===== src/rtl/lcd_video_pkg.sv =====
// ---------------------------------------------------------------------------
// lcd_video_pkg
// Shared definitions for the LCD capture path:
//   H_ACTIVE_DEF / V_ACTIVE_DEF : default active pixels per line / lines per frame
//   cap_state_e                 : capture FSM state encoding
//   rgb888_to_rgb565()          : pixel conversion, B in [15:11], G in [10:5], R in [4:0]
// ---------------------------------------------------------------------------
package lcd_video_pkg;

    localparam int unsigned H_ACTIVE_DEF = 480;
    localparam int unsigned V_ACTIVE_DEF = 272;

    typedef enum logic [1:0] {
        ST_IDLE    = 2'd0,
        ST_WAIT_VS = 2'd1,
        ST_ACTIVE  = 2'd2
    } cap_state_e;

    // Truncating conversion; the low colour bits are dropped on purpose.
    function automatic logic [15:0] rgb888_to_rgb565(
        input logic [7:0] r,
        input logic [7:0] g,
        input logic [7:0] b
    );
        logic unused_low_bits;
        unused_low_bits = ^{r[2:0], g[1:0], b[2:0]};
        rgb888_to_rgb565 = {b[7:3], g[7:2], r[7:3]};
    endfunction

endpackage


===== src/rtl/lcd_capture_if.sv =====
// ---------------------------------------------------------------------------
// lcd_capture_if
// Video-in / DDR-write bundle of the capture block.
//   ddr_init_done, cap_vsync, cap_de, cap_r/g/b : from the video source side
//   ddr_wren, ddr_data, ddr_addr_set            : towards the DDR write controller
// Modports: master = source/controller side, slave = lcd_capture.
// ---------------------------------------------------------------------------
interface lcd_capture_if;

    logic        ddr_init_done;
    logic        cap_vsync;
    logic        cap_de;
    logic [7:0]  cap_r;
    logic [7:0]  cap_g;
    logic [7:0]  cap_b;
    logic        ddr_wren;
    logic [31:0] ddr_data;
    logic        ddr_addr_set;

    modport master (
        output ddr_init_done, cap_vsync, cap_de, cap_r, cap_g, cap_b,
        input  ddr_wren, ddr_data, ddr_addr_set
    );

    modport slave (
        input  ddr_init_done, cap_vsync, cap_de, cap_r, cap_g, cap_b,
        output ddr_wren, ddr_data, ddr_addr_set
    );

endinterface


===== src/rtl/lcd_rgb_pack.sv =====
// ---------------------------------------------------------------------------
// lcd_rgb_pack
// Converts RGB888 pixels to RGB565 and packs pairs into 32-bit words
// (first pixel in [31:16]). A line ending on an odd pixel is flushed with
// a zero lower halfword.
//   clk, rst_n      : clock, async active-low reset
//   clr             : drop any half-filled pair without flushing
//   pix_en          : pixel valid, pix_r/g/b : RGB888 pixel
//   line_end        : end of line, flushes a pending halfword
//   half            : a halfword is held waiting for its partner
//   wren, data      : registered write strobe and packed word
// ---------------------------------------------------------------------------
module lcd_rgb_pack
    import lcd_video_pkg::*;
(
    input  logic        clk,
    input  logic        rst_n,
    input  logic        clr,
    input  logic        pix_en,
    input  logic        line_end,
    input  logic [7:0]  pix_r,
    input  logic [7:0]  pix_g,
    input  logic [7:0]  pix_b,
    output logic        half,
    output logic        wren,
    output logic [31:0] data
);

    logic [15:0] pix_s;
    logic [15:0] hold_r;
    logic        half_r;
    logic        wren_r;
    logic [31:0] data_r;

    assign pix_s = rgb888_to_rgb565(pix_r, pix_g, pix_b);
    assign half  = half_r;
    assign wren  = wren_r;
    assign data  = data_r;

    // Pair packing, odd-line flush and strobe generation.
    always_ff @(posedge clk or negedge rst_n) begin
        if (!rst_n) begin
            hold_r <= 16'h0000;
            half_r <= 1'b0;
            wren_r <= 1'b0;
            data_r <= 32'h0000_0000;
        end else if (clr) begin
            half_r <= 1'b0;
            wren_r <= 1'b0;
        end else if (pix_en) begin
            if (!half_r) begin
                hold_r <= pix_s;
                half_r <= 1'b1;
                wren_r <= 1'b0;
            end else begin
                data_r <= {hold_r, pix_s};
                half_r <= 1'b0;
                wren_r <= 1'b1;
            end
        end else if (line_end && half_r) begin
            data_r <= {hold_r, 16'h0000};
            half_r <= 1'b0;
            wren_r <= 1'b1;
        end else begin
            wren_r <= 1'b0;
        end
    end

endmodule


===== src/rtl/lcd_capture.sv =====
// ---------------------------------------------------------------------------
// lcd_capture
// Captures an RGB888 vsync/de stream, packs RGB565 pixel pairs into 32-bit
// DDR write words and marks frame starts for the DDR write address.
//   lcd_clk, lcd_rst_n : clock, async active-low reset
//   bus (slave)        : video input and DDR write side (see lcd_capture_if)
//   frame_done         : one-cycle pulse when a captured frame closes
//   line_cnt           : lines captured in the last completed frame
//   err_line           : sticky format error, visible with frame_done,
//                        cleared the cycle after the new frame start
// Build option: LCD_CAPTURE_STATS_EN enables pixel/line counting, line_cnt and
// err_line; without it line_cnt and err_line are tied to zero.
// ---------------------------------------------------------------------------
module lcd_capture
    import lcd_video_pkg::*;
#(
    parameter int unsigned H_ACTIVE = H_ACTIVE_DEF,
    parameter int unsigned V_ACTIVE = V_ACTIVE_DEF
) (
    input  logic         lcd_clk,
    input  logic         lcd_rst_n,
    lcd_capture_if.slave bus,
    output logic         frame_done,
    output logic [9:0]   line_cnt,
    output logic         err_line
);

    logic       s1_vsync_r, s1_de_r, s1p_vsync_r, s1p_de_r;
    logic [7:0] s1_red_r, s1_grn_r, s1_blu_r;
    cap_state_e state_r, state_s;
    logic       vs_fall_s, de_fall_s;
    logic       pix_en_s, line_end_s, frame_start_s, frame_close_s, pack_clr_s;
    logic       addr_set_r, frame_done_r;
    logic       half_s;

    assign vs_fall_s  = s1p_vsync_r & ~s1_vsync_r;
    assign de_fall_s  = s1p_de_r & ~s1_de_r;
    // Losing DDR ready abandons a half-filled pair instead of flushing it.
    assign pack_clr_s = ~bus.ddr_init_done | (state_r != ST_ACTIVE);

    // Input stage S1 plus the previous S1 sample for edge detection.
    always_ff @(posedge lcd_clk or negedge lcd_rst_n) begin
        if (!lcd_rst_n) begin
            s1_vsync_r  <= 1'b1;
            s1p_vsync_r <= 1'b1;
            s1_de_r     <= 1'b0;
            s1p_de_r    <= 1'b0;
            s1_red_r    <= 8'h00;
            s1_grn_r    <= 8'h00;
            s1_blu_r    <= 8'h00;
        end else begin
            s1_vsync_r  <= bus.cap_vsync;
            s1p_vsync_r <= s1_vsync_r;
            s1_de_r     <= bus.cap_de;
            s1p_de_r    <= s1_de_r;
            s1_red_r    <= bus.cap_r;
            s1_grn_r    <= bus.cap_g;
            s1_blu_r    <= bus.cap_b;
        end
    end

    // FSM state register and registered frame pulses.
    always_ff @(posedge lcd_clk or negedge lcd_rst_n) begin
        if (!lcd_rst_n) begin
            state_r      <= ST_IDLE;
            addr_set_r   <= 1'b0;
            frame_done_r <= 1'b0;
        end else begin
            state_r      <= state_s;
            addr_set_r   <= frame_start_s;
            frame_done_r <= frame_close_s;
        end
    end

    // Next state and per-cycle capture controls.
    always_comb begin
        state_s       = state_r;
        pix_en_s      = 1'b0;
        line_end_s    = 1'b0;
        frame_start_s = 1'b0;
        frame_close_s = 1'b0;
        if (!bus.ddr_init_done) begin
            state_s = ST_IDLE;
        end else begin
            case (state_r)
                ST_IDLE: begin
                    state_s = ST_WAIT_VS;
                end
                ST_WAIT_VS: begin
                    if (vs_fall_s) begin
                        frame_start_s = 1'b1;
                        state_s       = ST_ACTIVE;
                    end else begin
                        state_s = ST_WAIT_VS;
                    end
                end
                ST_ACTIVE: begin
                    pix_en_s      = s1_de_r;
                    line_end_s    = de_fall_s;
                    frame_close_s = vs_fall_s;
                    frame_start_s = vs_fall_s;
                end
                default: begin
                    state_s = ST_IDLE;
                end
            endcase
        end
    end

    lcd_rgb_pack u_pack (
        .clk      (lcd_clk),
        .rst_n    (lcd_rst_n),
        .clr      (pack_clr_s),
        .pix_en   (pix_en_s),
        .line_end (line_end_s),
        .pix_r    (s1_red_r),
        .pix_g    (s1_grn_r),
        .pix_b    (s1_blu_r),
        .half     (half_s),
        .wren     (bus.ddr_wren),
        .data     (bus.ddr_data)
    );

    assign bus.ddr_addr_set = addr_set_r;
    assign frame_done       = frame_done_r;

`ifdef LCD_CAPTURE_STATS_EN
    localparam logic [10:0] PIX_MAX  = 11'd2047;
    localparam logic [9:0]  LINE_MAX = 10'd1023;

    logic [10:0] pix_cnt_r;
    logic [9:0]  line_ctr_r, line_cnt_r, line_inc_s, line_total_s;
    logic        err_line_r, err_clr_r, err_base_s, line_err_s, err_next_s;

    // Error and line-count bookkeeping; a line ending with the frame counts first.
    always_comb begin
        line_inc_s   = (line_ctr_r == LINE_MAX) ? line_ctr_r : line_ctr_r + 10'd1;
        line_total_s = line_end_s ? line_inc_s : line_ctr_r;
        err_base_s   = err_clr_r ? 1'b0 : err_line_r;
        line_err_s   = line_end_s & (half_s | (pix_cnt_r != 11'(H_ACTIVE)));
        if (frame_close_s) begin
            err_next_s = err_base_s | line_err_s | (line_total_s != 10'(V_ACTIVE));
        end else if (frame_start_s) begin
            err_next_s = 1'b0;
        end else begin
            err_next_s = err_base_s | line_err_s;
        end
    end

    // Pixel/line counters; err_line of a closed frame survives one cycle.
    always_ff @(posedge lcd_clk or negedge lcd_rst_n) begin
        if (!lcd_rst_n) begin
            pix_cnt_r  <= 11'd0;
            line_ctr_r <= 10'd0;
            line_cnt_r <= 10'd0;
            err_line_r <= 1'b0;
            err_clr_r  <= 1'b0;
        end else begin
            err_line_r <= err_next_s;
            err_clr_r  <= frame_close_s;
            if (pack_clr_s || line_end_s) begin
                pix_cnt_r <= 11'd0;
            end else if (pix_en_s && (pix_cnt_r != PIX_MAX)) begin
                pix_cnt_r <= pix_cnt_r + 11'd1;
            end else begin
                pix_cnt_r <= pix_cnt_r;
            end
            if (frame_start_s) begin
                line_ctr_r <= 10'd0;
            end else if (line_end_s) begin
                line_ctr_r <= line_inc_s;
            end else begin
                line_ctr_r <= line_ctr_r;
            end
            if (frame_close_s) begin
                line_cnt_r <= line_total_s;
            end else begin
                line_cnt_r <= line_cnt_r;
            end
        end
    end

    assign line_cnt = line_cnt_r;
    assign err_line = err_line_r;
`else
    logic unused_stats_s;
    assign unused_stats_s = ^{half_s, 32'(H_ACTIVE), 32'(V_ACTIVE)};
    assign line_cnt       = 10'd0;
    assign err_line       = 1'b0;
`endif

endmodule


===== src/flat_wrapper.sv =====
// flat-port wrapper written by rule: the top's interface ports become plain ports
module lcd_capture_flat import lcd_video_pkg::*;
#(
    parameter int unsigned H_ACTIVE = H_ACTIVE_DEF,
    parameter int unsigned V_ACTIVE = V_ACTIVE_DEF
)
  (lcd_clk, lcd_rst_n, frame_done, line_cnt, err_line, bus_ddr_init_done, bus_cap_vsync, bus_cap_de, bus_cap_r, bus_cap_g, bus_cap_b, bus_ddr_wren, bus_ddr_data, bus_ddr_addr_set);
  lcd_capture_if bus_i ();
  input  logic lcd_clk;
  input  logic lcd_rst_n;
  output logic frame_done;
  output logic [9:0] line_cnt;
  output logic err_line;
  input wire logic [$bits(bus_i.ddr_init_done)-1:0] bus_ddr_init_done;
  input wire logic [$bits(bus_i.cap_vsync)-1:0] bus_cap_vsync;
  input wire logic [$bits(bus_i.cap_de)-1:0] bus_cap_de;
  input wire logic [$bits(bus_i.cap_r)-1:0] bus_cap_r;
  input wire logic [$bits(bus_i.cap_g)-1:0] bus_cap_g;
  input wire logic [$bits(bus_i.cap_b)-1:0] bus_cap_b;
  output wire logic [$bits(bus_i.ddr_wren)-1:0] bus_ddr_wren;
  output wire logic [$bits(bus_i.ddr_data)-1:0] bus_ddr_data;
  output wire logic [$bits(bus_i.ddr_addr_set)-1:0] bus_ddr_addr_set;
  assign bus_i.ddr_init_done = bus_ddr_init_done;
  assign bus_i.cap_vsync = bus_cap_vsync;
  assign bus_i.cap_de = bus_cap_de;
  assign bus_i.cap_r = bus_cap_r;
  assign bus_i.cap_g = bus_cap_g;
  assign bus_i.cap_b = bus_cap_b;
  assign bus_ddr_wren = bus_i.ddr_wren;
  assign bus_ddr_data = bus_i.ddr_data;
  assign bus_ddr_addr_set = bus_i.ddr_addr_set;
  lcd_capture #(.H_ACTIVE(H_ACTIVE), .V_ACTIVE(V_ACTIVE)) u_core (.lcd_clk(lcd_clk), .lcd_rst_n(lcd_rst_n), .bus(bus_i), .frame_done(frame_done), .line_cnt(line_cnt), .err_line(err_line));
endmodule

===== config.mk =====
export PLATFORM = sky130hd
export DESIGN_NAME = lcd_capture_flat
export DESIGN_NICKNAME = d
export VERILOG_FILES = /design/src/rtl/lcd_video_pkg.sv /design/src/rtl/lcd_capture_if.sv /design/src/rtl/lcd_rgb_pack.sv /design/src/rtl/lcd_capture.sv /design/src/flat_wrapper.sv
export SDC_FILE = /design/constraint.sdc
export NUM_CORES = 1
export LEC_CHECK = 0
export BUFFER_PORTS_ARGS = -buffer_cell sky130_fd_sc_hd__buf_2
export CAP_MARGIN = 20
export CORE_ASPECT_RATIO = 1.1
export CORE_MARGIN = 2
export CORE_UTILIZATION = 49
export CTS_CLUSTER_SIZE = 20
export DETAILED_ROUTE_END_ITERATION = 6
export GPL_TIMING_DRIVEN = 0
export PLACE_DENSITY = 0.75
export SLEW_MARGIN = 5
export SYNTH_ARGS = -nofsm -noshare
export SYNTH_HDL_FRONTEND = slang
export SYNTH_HIERARCHICAL = 1
export SYNTH_SLANG_ARGS = --single-unit

===== constraint.sdc =====
create_clock -name lcd_clk -period 4.15 [get_ports lcd_clk]
set_input_delay 1.245 -clock lcd_clk [delete_from_list [all_inputs] [get_ports lcd_clk]]
set_output_delay 1.245 -clock lcd_clk [all_outputs]
set_load 0.01 [all_outputs]

==> flow_metrics.env, run 1 <==
export IMPL_core_region_area_sq_um=5360
export IMPL_fin_total_pwr_mw=1.29
export IMPL_min_delay_path_class="reg -> reg"
export IMPL_post_synth_cell_area_avg_sq_um=16.3
export IMPL_routed_via_count=1537
export IMPL_netlist_area_pre_place_sq_um=2710
export IMPL_post_route_cells_drive_above_1_share=0.500
export IMPL_avgViaCountPerCell=4.76
export IMPL_timing_max_slew_rel_slack=0.594
export IMPL_clockPowerShare=0.390
export IMPL_path_clk_slew_ns=0.07
export IMPL_outcome="finished clean"
export IMPL_diodes=0
export IMPL_nets_final=275
export IMPL_start_util=0.506
export IMPL_worst_ir_drop_vdd_mv=0.223
export IMPL_cell_internal_pwr_mw=1.02
export IMPL_maximum_number_of_pins_on_one_net_before_global_route_repair=60
export IMPL_seq_power_share=0.573
export IMPL_grt_first_pass_wirelength_mm=6.99
export IMPL_place_area_sq_um=3150
export IMPL_detailed_routing_iterations_pass_1=3
export IMPL_timing_critical_path_slowest_cell_delay_ns=0.36
export IMPL_clockRootBuffer="clkbuf_8"
export IMPL_cp_arrival_ns=2.87
export IMPL_holdCritStartpoint="u_core/s1_vsync_r$_DFF_PN1_"
export IMPL_postLayoutCoreUtil=0.622
export IMPL_count_of_nets_left_with_antenna_violations_after_detail_routing=0
export IMPL_number_of_global_route_vias_before_repair=1522
export IMPL_r2r_start="u_core/state_r[0]$_DFFE_PN0P_"
export IMPL_ys_warn_count=6
export IMPL_wl_per_cell_microns=13.6
export IMPL_floorplan_rows=28
export IMPL_cts_made_buffers=9
export IMPL_area_growth_syn_to_layout_pct=22.8
export IMPL_report_final_setup_viol=0
export IMPL_critical_path_peak_fanout=10
export IMPL_critical_path_startpoint_type="input port"
export IMPL_timing_max_transition_violations_final=0
export IMPL_io_buffer_count=55
export IMPL_pin_count=75
export IMPL_timing_critical_path_cells="buf_2 -> nand2_1 -> nor3b_1 -> nor2_1 -> or3b_1 -> buf_6 -> clkinv_4 -> buf_12 -> mux2_4"
export IMPL_cts_sink_count=74
export IMPL_final_min_period_over_clock_period=0.636
export IMPL_worst_slew_pin_transition_ns=0.607
export IMPL_cp_data_required_time_ns=4.38
export IMPL_gr_usage_all_layers=0.159
export IMPL_worstSkewPairLatency_ns=0.34
export IMPL_hold_viol=0
export IMPL_die_height_microns=82.1
export IMPL_post_route_cell_area_sq_um=3330
export IMPL_holdWs_ns=0.375
export IMPL_antenna_found_initial=0
export IMPL_setup_tns_final_ns=0
export IMPL_clock_tree_from_tritoncts="yes"
export IMPL_post_cts_resized_instances=0
export IMPL_leakage_nw=1.80
export IMPL_ctsHtreeMaxLevel=3
export IMPL_critical_path_buf_inv_count=4
export IMPL_timing_fmax_mhz=379
export IMPL_synthesis_instances=166
export IMPL_crit_type="in -> reg"
export IMPL_globalplace_congestion=0.727
export IMPL_sw_frac_of_total=0.211
export IMPL_critPathSlowestCell="or3b_1"
export IMPL_cts_setup_buffers=0
export IMPL_fp_dieW_microns=75.0
export IMPL_cts_hold_fix_buffers=0
export IMPL_initialDrtViolationCount=63
export IMPL_cp_top_family="simple AND/OR/NAND/NOR gates"
export IMPL_die_area_sq_um=6150
export IMPL_drt_drc_violations_left=0
export IMPL_timing_critical_path_from="bus_ddr_init_done"
export IMPL_final_setup_skew_ns=0.00454
export IMPL_grt_remaining_overflow=0
export IMPL_cp_end_kind="flop"
export IMPL_clockBufferDepth=2
export IMPL_route_final_wire_length_mm=4.40
export IMPL_switching_power_mw=0.274
export IMPL_logic_gate_share_of_total_power=0.037
export IMPL_hpwl_mm=3.01
export IMPL_pwr_per_cell_area_nw_per_um2=388
export IMPL_post_route_min_period_ns=2.64
export IMPL_unrepaired_setup_endpoints_after_global_routing="false"
export IMPL_reported_max_cap_violation_count=0
[power by group through the flow]
stage               Combinational, mW  Clock, mW  Sequential, mW
finish                         0.0482      0.505           0.742
global placement               0.0450          0           0.755
detailed placement             0.0492          0           0.755
CTS                            0.0491      0.522           0.742
floorplan                      0.0203          0           0.754
global route                   0.0554      0.552           0.743
[layout make-up]
type | instances | area (sq um)
fill | 424 | 2030
sequential | 74 | 1850
multi-input combinational | 81 | 736
timing repair buffer | 56 | 305
clock buffer | 14 | 173
buffer | 17 | 141
tap | 75 | 93.8
inverter | 4 | 20.0
clock inverter | 2 | 10.0
[through the flow]
stage / setup WS (ns) / cells
6_report: 1.51 / 323
5_1_grt: 1.40 / 323
4_1_cts: 1.53 / 323
3_5_place_dp: 1.15 / 307
3_3_place_gp: 1.15 / 306
2_1_floorplan: 1.43 / 176
[path summary, 6_finish.rpt]
path / end / slack [ns] / cells past startpoint
worst min register to register: u_core/s1p_vsync_r$_DFF_PN1_ / 0.37 / 0
min in group asynchronous: u_core/u_pack/data[26]$_DFFE_PN0P_ / 0.76 / 1
worst max-delay path: u_core/u_pack/data[29]$_DFFE_PN0P_ / 1.51 / 9
worst max register to register: u_core/u_pack/data[29]$_DFFE_PN0P_ / 1.80 / 10
worst min-delay path: u_core/s1p_vsync_r$_DFF_PN1_ / 0.37 / 0
max in group asynchronous: u_core/s1p_vsync_r$_DFF_PN1_ / 2.81 / 2
[placed cells by master (no fill, tap or decap)]
cell,count
buf_2,55
nor2_1,4
buf_6,2
nor3b_2,1
clkinv_2,2
o21ai_0,1
mux2i_1,1
clkbuf_8,12
nand2b_1,1
or3b_1,1
ha_1,3
nor2b_1,1
a21oi_1,3
clkbuf_1,3
and3_2,1
conb_1,11
dfstp_2,2
and3b_1,1
a22o_1,16
nand2_1,2
clkinv_4,1
buf_16,1
mux2_4,9
inv_1,3
buf_12,1
and4bb_2,1
buf_4,13
mux2_2,23
nor3b_1,1
dfrtp_1,72
[routing by layer]
layer	vias up	GRT usage	wire length, microns
met1	762	0.194	1990
li1	713	-	-
met3	10	0.0503	305
met4	0	0.102	112
met5	-	0	0
met2	52	0.241	1990
[state kept, by name, indices dropped and copies added, names as in the netlist]
name	cells
u_core/s1_red_r	5
u_core/bus.ddr_addr_set	1
u_core/u_pack/wren	1
u_core/frame_done	1
u_core/s1_grn_r	6
u_core/s1p_vsync_r	1
u_core/u_pack/half	1
u_core/s1_blu_r	5
u_core/s1_vsync_r	1
u_core/u_pack/data	32
u_core/s1p_de_r	1
u_core/s1_de_r	1
u_core/u_pack/hold_r	16
u_core/state_r	2
Note: power is estimated with default switching activity, not from simulation.
==> run 2: changes to the inputs <==
Settings changed: ABC_AREA from default to 1, CORE_UTILIZATION 49 to 47, PLACE_DENSITY 0.75 to 0.74.
Clock period 4.15 ns to 2.4 ns, I/O delays scaled along.
==> run 2 against run 1 <==
  * Via count is 32% higher
  * First-iteration DRC count up 130%
  * Combinational power is 84% higher
  * Critical endpoint is now u_core/u_pack/data[14]$_DFFE_PN0P_
  * Largest power group unchanged
==> flow_metrics.env, run 2 <==
export IMPL_antenna_found_initial=0
export IMPL_post_synth_cell_area_avg_sq_um=10.2
export IMPL_cts_made_buffers=9
export IMPL_worst_slew_pin_transition_ns=0.564
export IMPL_io_buffer_count=55
export IMPL_wl_per_cell_microns=12.5
export IMPL_cell_internal_pwr_mw=1.90
export IMPL_most_common_layout_cells="nand2_1, dfrtp_1, buf_2, nand3_1, buf_4"
export IMPL_path_clk_slew_ns=0.07
export IMPL_diodes=0
export IMPL_seq_power_share=0.540
export IMPL_cp_arrival_ns=2.28
export IMPL_grt_most_used_layer="met2"
export IMPL_ctsHtreeMaxLevel=3
export IMPL_die_height_microns=85.8
export IMPL_min_delay_path_class="in -> async"
export IMPL_maximum_number_of_pins_on_one_net_before_global_route_repair=43
export IMPL_final_min_period_over_clock_period=0.833
export IMPL_largest_register_ffs=32
export IMPL_leakage_nw=2.08
export IMPL_critical_path_peak_fanout=10
export IMPL_core_region_area_sq_um=5810
export IMPL_hold_viol=0
export IMPL_reported_max_cap_violation_count=0
export IMPL_nets_final=388
export IMPL_area_growth_syn_to_layout_pct=22.7
export IMPL_floorplan_rows=29
export IMPL_worstSkewPairLatency_ns=0.34
export IMPL_timing_max_slew_rel_slack=0.624
export IMPL_holdWs_ns=0.312
export IMPL_clockPowerShare=0.423
export IMPL_grt_remaining_overflow=0
export IMPL_route_final_wire_length_mm=5.47
export IMPL_cts_sink_count=74
export IMPL_grt_first_pass_wirelength_mm=9.08
export IMPL_avgViaCountPerCell=4.64
export IMPL_cts_hold_fix_buffers=0
export IMPL_gr_usage_all_layers=0.179
export IMPL_post_cts_resized_instances=0
export IMPL_cp_end_kind="flop"
export IMPL_post_route_cells_drive_above_1_share=0.285
export IMPL_switching_power_mw=0.475
export IMPL_setup_tns_final_ns=0
export IMPL_timing_max_transition_violations_final=0
export IMPL_sw_frac_of_total=0.200
export IMPL_final_setup_skew_ns=0.00382
export IMPL_globalplace_congestion=0.799
export IMPL_global_route_usage_met2=0.276
export IMPL_die_area_sq_um=6720
export IMPL_logic_gate_share_of_total_power=0.037
export IMPL_worst_ir_drop_vdd_mv=0.408
export IMPL_pin_count=75
export IMPL_count_of_nets_left_with_antenna_violations_after_detail_routing=0
export IMPL_unrepaired_setup_endpoints_after_global_routing="false"
export IMPL_clockBufferDepth=2
export IMPL_hpwl_mm=3.90
export IMPL_timing_fmax_mhz=500
export IMPL_outcome="finished clean"
export IMPL_initialDrtViolationCount=142
export IMPL_report_final_setup_viol=0
export IMPL_critical_path_startpoint_type="flop"
export IMPL_synthesis_instances=279
export IMPL_fp_dieW_microns=78.3
export IMPL_cp_data_required_time_ns=2.68
export IMPL_start_util=0.492
export IMPL_use_met1=0.234
export IMPL_ys_warn_count=6
export IMPL_cts_setup_buffers=0
export IMPL_clockRootBuffer="clkbuf_8"
export IMPL_number_of_global_route_vias_before_repair=1975
export IMPL_post_route_min_period_ns=2.00
export IMPL_mostFrequentLayoutCell="nand2_1"
export IMPL_routed_via_count=2034
export IMPL_crit_type="reg -> reg"
export IMPL_detailed_routing_iterations_pass_1=4
export IMPL_pwr_per_cell_area_nw_per_um2=677
export IMPL_clock_tree_from_tritoncts="yes"
export IMPL_netlist_area_pre_place_sq_um=2860
export IMPL_drt_drc_violations_left=0
export IMPL_grt_use_met3=0.0526
-- run 2: cell types whose count changed in the layout (fill, tap and decap cells not counted), moves of 4 or more --
cell	change
a22o_1	-16
buf_4	+4
inv_1	+5
mux2_2	-23
mux2_4	-9
nand2_1	+101
nand3_1	+51
-- run 2: cell type report --
type	instances	area [sq um]
fillers	516	2300
flip-flops and latches	74	1850
multi-input cells	181	820
repair buffers	56	298
clock buffers	15	186
plain buffers	24	183
well taps	77	96.3
inverters	10	37.5
clock inverters	1	30.0
-- run 2: final timing paths --
kind,from,to,slack (ns),cells after the start
worst min register to register,u_core/s1_vsync_r$_DFF_PN1_,u_core/s1p_vsync_r$_DFF_PN1_,0.36,0
worst max register to register,u_core/state_r[0]$_DFFE_PN0P_,u_core/u_pack/data[14]$_DFFE_PN0P_,0.40,8
max in group asynchronous,lcd_rst_n,u_core/s1_vsync_r$_DFF_PN1_,1.49,2
worst min-delay path,lcd_rst_n,u_core/state_r[1]$_DFFE_PN0P_,0.31,1
worst max-delay path,u_core/state_r[0]$_DFFE_PN0P_,u_core/u_pack/data[14]$_DFFE_PN0P_,0.40,8
min in group lcd_clk,u_core/s1_vsync_r$_DFF_PN1_,u_core/s1p_vsync_r$_DFF_PN1_,0.36,0
-- run 2: worst max-delay path, cell delays in order (launching register included) --
cell,delay [ns]
dfrtp_1,0.39
inv_1,0.10
ha_1,0.25
nand2_2,0.18
nor2_1,0.13
buf_4,0.16
clkbuf_1,0.45
nand3_1,0.17
nand2_1,0.10
-- run 2: per-layer routing --
| metal | vias to the layer above | part of all wire | wire, microns |
|---|---|---|---|
| met4 | 0 | 0.018 | 99 |
| met5 | - | 0 | 0 |
| li1 | 1015 | - | - |
| met2 | 61 | 0.49 | 2660 |
| met1 | 949 | 0.43 | 2350 |
| met3 | 9 | 0.065 | 358 |
-- run 2: stage by stage --
step           worst slack (ns)  instances  total power, mW  area, sq um  utilization
5_1_grt                   0.295        438             2.48         3500        0.604
3_5_place_dp              0.373        422             1.40         3290        0.566
3_3_place_gp              0.233        421             1.39         3270        0.563
6_report                  0.400        438             2.37         3500        0.604
4_1_cts                   0.430        438             2.40         3500        0.604
2_1_floorplan             0.762        289             1.34         2890            -
-- run 2: power by group through the flow --
stage                     sequential [mW]  clock (mW)  combinational [mW]
final                                1.28        1.00              0.0885
after global routing                 1.28        1.10               0.101
after CTS                            1.28        1.03              0.0908
after detailed placement             1.30           0              0.0904
after global placement               1.30           0              0.0825
after floorplan                      1.30           0              0.0392
==> run 3: changes to the inputs <==
Settings changed: CORE_UTILIZATION 47 to 49.
Clock period 2.4 ns to 2 ns, I/O delays scaled along.
==> run 3 against run 2 <==
  * Register-to-register slack got worse by 0.25 ns
  * Sequential share of layout area barely moved
  * Clock skew rose by 0.0060 ns
  * Design area barely moved
  * Final cell count did not move
  * First-iteration DRC count fell by 2.1%
  * Setup slack got worse by 0.25 ns
  * Sequential power rose by 20%
  * Largest cell class unchanged
  * Combinational power rose by 22%
  * Largest power group unchanged
  * Core utilization rose by 1.1 points
  * Fmax rose by 8.2%
==> flow_metrics.env, run 3 (same netlist as run 2, synthesis figures left out) <==
export IMPL_outcome="finished clean"
export IMPL_nets_final=388
export IMPL_grt_remaining_overflow=0
export IMPL_sw_frac_of_total=0.215
export IMPL_avgViaCountPerCell=4.60
export IMPL_final_min_period_over_clock_period=0.924
export IMPL_clockPowerShare=0.414
export IMPL_cp_top_family="simple AND/OR/NAND/NOR gates"
export IMPL_timing_max_transition_violations_final=0
export IMPL_timing_critical_path_from="u_core/state_r[0]$_DFFE_PN0P_"
export IMPL_antenna_found_initial=0
export IMPL_route_final_wire_length_mm=5.26
export IMPL_detailed_routing_iterations_pass_1=5
export IMPL_timing_fmax_mhz=541
export IMPL_clockBufferDepth=2
export IMPL_core_region_area_sq_um=5700
export IMPL_crit_type="reg -> reg"
export IMPL_start_util=0.501
export IMPL_cts_made_buffers=9
export IMPL_grt_first_pass_wirelength_mm=9.01
export IMPL_pwr_per_cell_area_nw_per_um2=802
export IMPL_maximum_number_of_pins_on_one_net_before_global_route_repair=63
export IMPL_path_clk_slew_ns=0.08
export IMPL_worstSkewPairLatency_ns=0.34
export IMPL_critPathSlowestCell="dfrtp_1"
export IMPL_post_route_min_period_ns=1.85
export IMPL_io_buffer_count=55
export IMPL_die_area_sq_um=6460
export IMPL_drt_drc_violations_left=0
export IMPL_final_setup_skew_ns=0.00982
export IMPL_critical_path_startpoint_type="flop"
export IMPL_reported_max_cap_violation_count=0
export IMPL_timing_rr_end="u_core/u_pack/data[6]$_DFFE_PN0P_"
export IMPL_clockRootBuffer="clkbuf_8"
export IMPL_floorplan_rows=29
export IMPL_cp_data_required_time_ns=2.22
export IMPL_clock_tree_from_tritoncts="yes"
export IMPL_unrepaired_setup_endpoints_after_global_routing="false"
export IMPL_cts_sink_count=74
export IMPL_diodes=0
export IMPL_pin_count=75
export IMPL_final_ws_setup_ns=0.153
export IMPL_count_of_nets_left_with_antenna_violations_after_detail_routing=0
export IMPL_timing_critical_path_cells="inv_1 -> ha_1 -> nand2_2 -> nor2_1 -> buf_4 -> inv_2 -> nand2_4 -> nand2_4 -> buf_6 -> nand2_1 -> nand2_1"
export IMPL_cp_num_cells=11
export IMPL_mostFrequentLayoutCell="nand2_1"
export IMPL_worst_ir_drop_vdd_mv=0.657
export IMPL_cp_arrival_ns=2.07
export IMPL_routed_via_count=2015
export IMPL_die_height_microns=84.1
export IMPL_preCtsSetupSlack_ns=0.0993
export IMPL_switching_power_mw=0.604
export IMPL_fp_dieW_microns=76.8
export IMPL_cp_end_kind="flop"
export IMPL_hpwl_mm=3.64
export IMPL_report_final_setup_viol=0
export IMPL_post_route_cells_drive_above_1_share=0.296
export IMPL_hold_viol=0
export IMPL_most_common_layout_cells="nand2_1, dfrtp_1, buf_2, nand3_1, buf_4"
export IMPL_ctsHtreeMaxLevel=3
export IMPL_leakage_nw=2.09
export IMPL_globalplace_congestion=0.791
export IMPL_cell_internal_pwr_mw=2.20
export IMPL_holdWs_ns=0.0976
export IMPL_critical_path_peak_fanout=10
export IMPL_largest_register_ffs=32
export IMPL_r2r_start="u_core/state_r[0]$_DFFE_PN0P_"
export IMPL_gr_usage_all_layers=0.178
export IMPL_critical_path_endpoint="u_core/u_pack/data[6]$_DFFE_PN0P_"
export IMPL_logic_gate_share_of_total_power=0.038
export IMPL_min_delay_path_class="in -> async"
export IMPL_number_of_global_route_vias_before_repair=1974
export IMPL_initialDrtViolationCount=139
export IMPL_rrSetupSlack_ns=0.15
export IMPL_critical_path_buf_inv_count=4
export IMPL_area_growth_syn_to_layout_pct=22.6
export IMPL_wl_per_cell_microns=12.0
export IMPL_r2r_cells=11
export IMPL_fin_total_pwr_mw=2.81
export IMPL_timing_critical_path_slowest_cell_delay_ns=0.38
export IMPL_cts_hold_fix_buffers=0
export IMPL_seq_power_share=0.547
run 3: cell count changes in the layout (fill, tap and decap cells not counted), sizes merged:
cell,previous run,this run
clkbuf,17,13
clkinv,0,3
clkinvlp,0,1
run 3: worst min path at each step:
stage / end / slack (ns) / cells past startpoint
floorplan: u_core/bus.ddr_addr_set$_DFF_PN0_ / 0.30 / 0
global placement: u_core/s1p_vsync_r$_DFF_PN1_ / 0.36 / 0
detailed placement: u_core/s1p_vsync_r$_DFF_PN1_ / 0.36 / 0
CTS: u_core/u_pack/wren$_DFF_PN0_ / 0.08 / 1
global route: u_core/u_pack/wren$_DFF_PN0_ / 0.09 / 1
finish: u_core/u_pack/wren$_DFF_PN0_ / 0.1 / 1
run 3: worst register-to-register path: stages (launching register included):
cell and delay [ns]:
dfrtp_1 0.38, inv_1 0.10, ha_1 0.26, nand2_2 0.18
nor2_1 0.13, buf_4 0.16, inv_2 0.06, nand2_4 0.11
nand2_4 0.10, buf_6 0.15, nand2_1 0.06, nand2_1 0.05
run 3: final cells by class:
| class | instances | area (sq um) |
|---|---|---|
| Fill cell | 497 | 2190 |
| Sequential cell | 74 | 1850 |
| Multi-Input combinational cell | 181 | 820 |
| Timing Repair Buffer | 56 | 305 |
| Buffer | 24 | 185 |
| Clock buffer | 11 | 151 |
| Tap cell | 77 | 96.3 |
| Clock inverter | 5 | 52.6 |
| Inverter | 10 | 37.5 |
run 3: per-layer routing:
layer / global-route usage / up-vias / wire, microns
met5: 0 / - / 0
met4: 0.0694 / 0 / 33
met3: 0.0465 / 2 / 312
met2: 0.267 / 61 / 2400
met1: 0.249 / 938 / 2510
li1: - / 1014 / -
run 3: metrics by stage:
step	std cells	util	area (sq um)	setup TNS (ns)
3_5_place_dp	422	0.579	3300	0
3_3_place_gp	421	0.573	3270	-3.16
4_1_cts	438	0.614	3500	0
5_1_grt	438	0.615	3500	0
6_report	438	0.615	3500	0
2_1_floorplan	289	-	2890	0
run 3: timing repair:
action | CTS | global route
resized for setup | 0 | 4
buffers inserted | 0 | 0
endpoints found under the setup margin | 0 | 15
run 3: power groups by stage:
stage	clock network (mW)	registers, mW	logic [mW]
floorplan	0	1.56	0.0470
global placement	0	1.57	0.0994
detailed placement	0	1.57	0.110
CTS	1.19	1.54	0.110
global route	1.25	1.54	0.123
finish	1.16	1.54	0.108
